[src/rtl/gf256_inv.sv]


module gf256_mult #(
  parameter logic [7:0] POLY = 8'h1D
) (
  input  logic [7:0] A,
  input  logic [7:0] B,
  output logic [7:0] X
);

  logic [7:0] prod;
  logic [7:0] sh;

  // Shift-and-add; each shift of A is reduced
  // immediately so nothing grows past 8 bits.
  always_comb begin
    prod = 8'h00;
    sh   = A;
    for (int i = 0; i < 8; i++) begin
      if (B[i]) prod = prod ^ sh;
      sh = {sh[6:0], 1'b0} ^
           (sh[7] ? POLY : 8'h00);
    end
    X = prod;
  end

endmodule

module gf256_inv #(
  parameter logic [7:0] POLY = 8'h1D
) (
  input  logic       i_clk,
  input  logic       i_resb,
  input  logic       i_start,
  input  logic [7:0] x,
  output logic [7:0] y,
  output logic       o_ready
);

  typedef enum logic {
    IDLE,
    BUSY
  } state_t;

  state_t     state;
  state_t     state_nx;
  logic [2:0] cnt;
  logic [2:0] cnt_nx;
  logic [7:0] acc;
  logic [7:0] acc_nx;
  logic [7:0] sq;
  logic [7:0] sq_nx;
  logic [7:0] y_nx;
  logic [7:0] p_xx;
  logic [7:0] p_as;
  logic [7:0] p_ss;

  gf256_mult #(.POLY(POLY)) u_xx (
    .A(x),
    .B(x),
    .X(p_xx)
  );

  gf256_mult #(.POLY(POLY)) u_as (
    .A(acc),
    .B(sq),
    .X(p_as)
  );

  gf256_mult #(.POLY(POLY)) u_ss (
    .A(sq),
    .B(sq),
    .X(p_ss)
  );

  assign o_ready = (state == IDLE) && !i_start;

  always_ff @(posedge i_clk or negedge i_resb) begin
    if (!i_resb) begin
      state <= IDLE;
      cnt   <= 3'd0;
      acc   <= 8'h00;
      sq    <= 8'h00;
      y     <= 8'h00;
    end else begin
      state <= state_nx;
      cnt   <= cnt_nx;
      acc   <= acc_nx;
      sq    <= sq_nx;
      y     <= y_nx;
    end
  end

  // After step k, acc = x^(2^(k+2)-2) and
  // sq = x^(2^(k+2)); the last product is x^254.
  always_comb begin
    state_nx = state;
    cnt_nx   = cnt;
    acc_nx   = acc;
    sq_nx    = sq;
    y_nx     = y;
    if (i_start) begin
      state_nx = BUSY;
      cnt_nx   = 3'd0;
      acc_nx   = 8'h01;
      sq_nx    = p_xx;
    end else if (state == BUSY) begin
      if (cnt == 3'd6) begin
        y_nx     = p_as;
        state_nx = IDLE;
        cnt_nx   = 3'd0;
      end else begin
        acc_nx = p_as;
        sq_nx  = p_ss;
        cnt_nx = cnt + 3'd1;
      end
    end
  end

endmodule

[config.mk]
export PLATFORM = sky130hd
export DESIGN_NAME = gf256_inv
export DESIGN_NICKNAME = d
export VERILOG_FILES = /design/src/rtl/gf256_inv.sv
export SDC_FILE = /design/constraint.sdc
export NUM_CORES = 1
export LEC_CHECK = 0
export CAP_MARGIN = 25
export CORE_MARGIN = 10
export CORE_UTILIZATION = 35
export CTS_CLUSTER_DIAMETER = 60
export DETAILED_ROUTE_END_ITERATION = 8
export HOLD_SLACK_MARGIN = 0.1
export PLACE_DENSITY = 0.6
export SETUP_SLACK_MARGIN = 0.3
export SLEW_MARGIN = 25
export SYNTH_ARGS = -nofsm -noshare
export SYNTH_HDL_FRONTEND = slang
export SYNTH_SLANG_ARGS = --single-unit
[constraint.sdc]
create_clock -name i_clk -period 1.95 [get_ports i_clk]
set_input_delay 0.2925 -clock i_clk [delete_from_list [all_inputs] [get_ports i_clk]]
set_output_delay 0.2925 -clock i_clk [all_outputs]
set_load 0.03 [all_outputs]
# Yosys cells after proc, flatten, opt, wreduce, memory -nomap -nowiden
# Cells that the tools add are included.
dict set report classes {
  add_sub_neg 1
  n_eq_ne 2
  mux 57
  bitwise 44
  reduce_logical 5
}
# op n
set op_table {}
lappend op_table {{$xor 8x8->8} 42}
lappend op_table {{$mux 8} 30}
lappend op_table {{$mux 5} 21}
lappend op_table {{$mux 3} 3}
lappend op_table {{$add 3x1->3 const B} 1}
lappend op_table {{$eq 3x3->1 const B} 1}
lappend op_table {{$mux 1} 3}
lappend op_table {{$reduce_and 3->1} 1}
lappend op_table {{$ne 2x2->1 const B} 1}
lappend op_table {{$not 1->1} 2}
lappend op_table {{$reduce_and 2->1} 1}
lappend op_table {{$reduce_bool 2->1} 1}
lappend op_table {{$logic_and 1x1->1} 1}
lappend op_table {{$logic_not 1->1} 1}
dict set report word_totals {
  reg_bits 28
  input_bits 11
  out_inout_bits 9
}

# Longest topological paths before layout
dict set report depth {
  ltp_word 19
  mapped_depth 9
  depth_no_buf 8
}

# Hierarchy
# From an unflattened synthesis, not the netlist that was laid out.
dict set report hier_totals {
  cells_unflattened 590
  area_unflattened_um2 4815.9
}
# module instances cells_per_inst area_each_um2 seq_area_each_um2
set modules_own_cells {}
lappend modules_own_cells {{gf256_mult (u_as ...)} 2 173 1224.9 0.0}
lappend modules_own_cells {gf256_inv 1 79 1191.1 700.7}
lappend modules_own_cells {{gf256_mult (u_xx)} 1 165 1174.9 0.0}

# Worst setup path before layout
# No wires, ideal clock.
dict set report synth_path {
  path_kind {flip-flop to flip-flop}
  startpoint {reg sq[0]}
  endpoint {reg sq[3]}
  setup_time_ns 0.130
  arrival_time_ns 2.033
  t_required_ns 1.820
  slack_ns -0.214
  path_stages_with_launch 9
  n_path_buf 0
  path_cell_list {dfrtp_1 ha_1 xnor2_1 mux2i_1 a2bb2oi_1 xnor2_1 xnor2_1 a22oi_1 o21ai_0}
}
dict set report synth_between {
  elab_chain_cells 18
  elab_cells_between_ends 21
}
# element line_no
set synth_rtl {}
lappend synth_rtl {{start, declared} 51} ;# logic [7:0] sq;
lappend synth_rtl {{start signal, assigned} 89} ;# sq <= sq_nx;
lappend synth_rtl {{$mux 8} 20} ;# if (B[i]) prod = prod ^ sh;
lappend synth_rtl {{$xor 8x8->8} 20}
lappend synth_rtl {{$mux 8} 20}
lappend synth_rtl {{$xor 8x8->8} 20}
lappend synth_rtl {{$mux 8} 20}
lappend synth_rtl {{$xor 8x8->8} 20}
lappend synth_rtl {{$mux 8 (*)} 20}
lappend synth_rtl {{$xor 8x8->8} 20}
lappend synth_rtl {{(+2 left out)} n/a}
lappend synth_rtl {{$mux 8 (*)} 20}
lappend synth_rtl {{$xor 8x8->8} 20}
lappend synth_rtl {{$mux 8 (*)} 20}
lappend synth_rtl {{$xor 8x8->8} 20}
lappend synth_rtl {{$mux 8 (*)} 20}
lappend synth_rtl {{$mux 8 (*)} 108} ;# if (cnt == 3'd6) begin
lappend synth_rtl {{$mux 8 (*)} 107} ;# end else if (state == BUSY) begin
lappend synth_rtl {{$mux 8 (*)} 102} ;# if (i_start) begin
# Every way passes the cells marked *; elsewhere a longest branch is shown, timed or not. The select of a mux whose other input is x is not followed.
# A chain may end at the register's enable or synchronous reset.

# Worst setup path after layout
dict set report layout_path {
  startpoint {reg acc[5]}
  endpoint {reg y[7]}
}
dict set report layout_between {
  elab_chain_cells 14
  elab_cells_between_ends 20
}
# element line_no
set layout_rtl {}
lappend layout_rtl {{start, declared} 49} ;# logic [7:0] acc;
lappend layout_rtl {{start signal, assigned} 88} ;# acc <= acc_nx;
lappend layout_rtl {{$xor 8x8->8 (*) (2 in series)} 21} ;# sh = {sh[6:0], 1'b0} ^
lappend layout_rtl {{$xor 8x8->8} 20}
lappend layout_rtl {{$mux 8} 20}
lappend layout_rtl {{$xor 8x8->8} 20}
lappend layout_rtl {{$mux 8} 20}
lappend layout_rtl {{$xor 8x8->8} 20}
lappend layout_rtl {{$mux 8} 20}
lappend layout_rtl {{$xor 8x8->8} 20}
lappend layout_rtl {{$mux 8} 20}
lappend layout_rtl {{$xor 8x8->8} 20}
lappend layout_rtl {{$mux 8} 20}
lappend layout_rtl {{$xor 8x8->8} 20}
lappend layout_rtl {{$mux 8 (*)} 20}
lappend layout_rtl {{end signal, assigned} 90} ;# y <= y_nx;
lappend layout_rtl {{end, declared} 36} ;# output logic [7:0] y,
# Every way passes the cells marked *; elsewhere a longest branch is shown, timed or not.

==> impl_metrics.yaml <==
timing:
  tightest_slew_ns: 0.392
  grt_setup_unrepaired: "true"
  final-hold-violation-count: 0
  tns_ns: -2.28
  relSlewSlack_pct: 73.8
  fin_crit_ns: 2.18
  slew_viol_final: 0
  fmax_mhz: 459
  setup_violations: 19
  hold_ws_ns: 0.404
  finalCritPeriodShare_pct: 112
  fin_ws_ns: -0.228
  fin_skew_ns: 0.00255
setup_path:
  r2r-end: "y[7]$_DFFE_PN0P_"
  worstReg2RegStart: "acc[5]$_DFFE_PN0P_"
  end_kind: "flop"
  critPathKind: "reg2reg"
  crit_buf_inv: 0
  start_kind: "flop"
  path_common_cell: "xnor2_2"
  required_ns: 2.12
  cp_top_family: "XOR/XNOR gates"
  crit_cells: 6
  reg2reg_depth: 6
  critical_path.max_fanout: 7
  cp_cell_sequence: "xor2_4 -> xnor2_2 -> nand2_1 -> xnor2_2 -> xnor3_2 -> mux2_4"
  slowest_delay_ns: 0.52
  crit_slowest_cell: "dfrtp_2"
  cp.arrival_ns: 2.34
  rrSetupSlack_ns: -0.23
logic_synthesis:
  synth_top_area_share_pct: 20.8
  ys_types: 57
  netlist_instances: 456
  synth_area_leaders: "xnor2_1, dfrtp_1, nand2_1, xor2_1, xnor3_1"
  synth-seq-area-share_pct: 19.1
  ys_warn_count: 0
  synth-main-ff-cell: "dfrtp_1"
  yosys-top-cells-count: "xnor2_1, nand2_1, nor2_1, dfrtp_1, xor2_1"
  synthArstFlopShare_pct: 100
  ys_seq_elements: 28
  syn_area_sq_mm: 0.00366
  synth.most_common_cell: "xnor2_1"
  netlist.top_cell.by_area: "xnor2_1"
  synth_area_per_cell_sq_um: 8.03
  syn_nets: 471
  synth_edf_count: 0
place:
  dp_hpwl_um: 7740
  place_ws_ns: -0.549
  portBuffers: 19
  place_congestion: 0.882
drt:
  drt-initial-drc-count: 245
  wire_per_inst_um: 15.2
  drc: 0
  wl_met2_um: 5310
  viasPerCell: 5.08
  wl_met1_um: 4700
  wl_met3_um: 378
  firstDrtPassIters: 5
  vias: 3544
  drt-total-wl_um: 10600
  top_layer_used: "met4"
  detail-route-antenna-nets: 0
grt:
  grt_pass1_wl_um: 17600
  antenna_found_initial: 0
  globalRouteOverflowTotal: 0
  grt_pass1_vias: 3633
  track_usage_pct: 14.1
  grt_max_degree: 29
clocking:
  hold_buffers: 0
  clk_latency_ns: 0.27
  cts.htree.levels: 1
  root_buffer: "clkbuf_8"
  cts_sinks: 28
  numCtsBuffers: 3
  path_clk_slew_ns: 0.09
  clock_path_buffers: 2
  cts_tree: "yes"
finish:
  layout-drive-gt1-share_pct: 38.8
  num_antenna_cells: 0
  fin_nets: 578
  fillers: 917
  synthToLayoutAreaGrowth_pct: 47.7
hold_path:
  hp-class: "in2async"
flow_run:
  drv_cap: 0
die:
  die_w_um: 122
  core_sq_mm: 0.0103
  die-area_sq_mm: 0.0150
  rows: 37
  fp.dieH_um: 122
  ios: 20
  initial_core_util_pct: 35.6
run_status:
  violations: "negative setup slack"
  status: "finished, violations left"
==> cell type report <==
class | instances | area, sq um | area share, %
flip-flops and latches | 28 | 709 | 13.1
clock buffers | 4 | 45.0 | 0.833
multi-input cells | 375 | 3190 | 59.0
repair buffers | 142 | 1240 | 23.0
inverters | 13 | 50.0 | 0.925
well taps | 136 | 170 | 3.15
==> cell families (layout without fill, tap and decap cells) <==
group           after synthesis  after routing  share of synthesized area (%)
compound gates               85             85                           15.8
xor+xnor                    127            127                           35.2
fa+ha+maj                     4              4                           1.37
buf+inv                      53            159                           6.80
flops                        28             28                           19.1
mux                          16             16                           4.58
simple gates                143            143                           17.1
==> what timing repair did <==
action                                  4_1_cts  5_1_grt
endpoints found under the setup margin       23       27
resized for setup                            63       42
cloned                                        1        0
setup buffers                                14        4
pin swaps                                    41       25
==> state kept, by name (all words and copies together), names as in the netlist <==
signal	flops
acc	8
sq	8
y	8
cnt	3
state	1
==> stage by stage <==
stage,cells,cell area (sq um),util [%]
CTS,694,5160,50.2
detailed placement,675,4720,46.0
global placement,675,4720,46.0
floorplan,456,3800,-
finish,698,5410,52.6
global route,698,5410,52.6
==> placed cells by master, fill, tap and decap left out, drive strengths merged, types with 2 or more instances in the layout <==
cell           Yosys  layout
mux2               6       6
a211oi             8       8
o211ai             3       3
a31oi              2       2
inv               11      11
a22oi              9       9
o221ai             2       2
o221a              3       3
nand2b             5       5
xor2              30      30
a222oi             2       2
nand3b             2       2
buf               21     124
mux2i             10      10
clkdlybuf4s50      0       8
o22ai              4       4
or3                2       2
nand2             72      72
dlymetal6s2s       0       6
o2bb2ai            2       2
nand3              7       7
a21oi             20      20
xnor2             91      91
a21o               2       2
o21ai             17      17
dlygate4sd2        0       4
nor2              35      35
xnor3              6       6
o311ai             2       2
clkinv             2       2
nor2b              6       6
nor3               6       6
clkbuf            19       4
dfrtp             28      28
o31ai              3       3
ha                 4       4
==> worst reg2reg max path, cell delays in order (launching register included) <==
cell,delay [ns]
dfrtp_2,0.52
xor2_4,0.24
xnor2_2,0.26
nand2_1,0.14
xnor2_2,0.16
xnor3_2,0.48
mux2_4,0.28
==> worst max-delay path by stage <==
stage / startpoint / to / slack (ns)
floorplan: acc[4]$_DFFE_PN0P_ / acc[4]$_DFFE_PN0P_ / -0.04
detailed placement: x[6] / sq[3]$_DFFE_PN0P_ / -0.55
CTS: acc[6]$_DFFE_PN0P_ / y[7]$_DFFE_PN0P_ / -0.22
global placement: x[6] / sq[3]$_DFFE_PN0P_ / -0.37
finish: acc[5]$_DFFE_PN0P_ / y[7]$_DFFE_PN0P_ / -0.23
global route: acc[5]$_DFFE_PN0P_ / y[7]$_DFFE_PN0P_ / -0.30
==> layer usage <==
metal  GRT usage, %  vias up
li1               -     1740
met1           17.9     1710
met2           24.5       74
met3           1.70       20
met4           4.27        0
met5              0        -
Power is not shown: default switching activity piles up to over one toggle a cycle in this logic, so the estimate is an artifact.
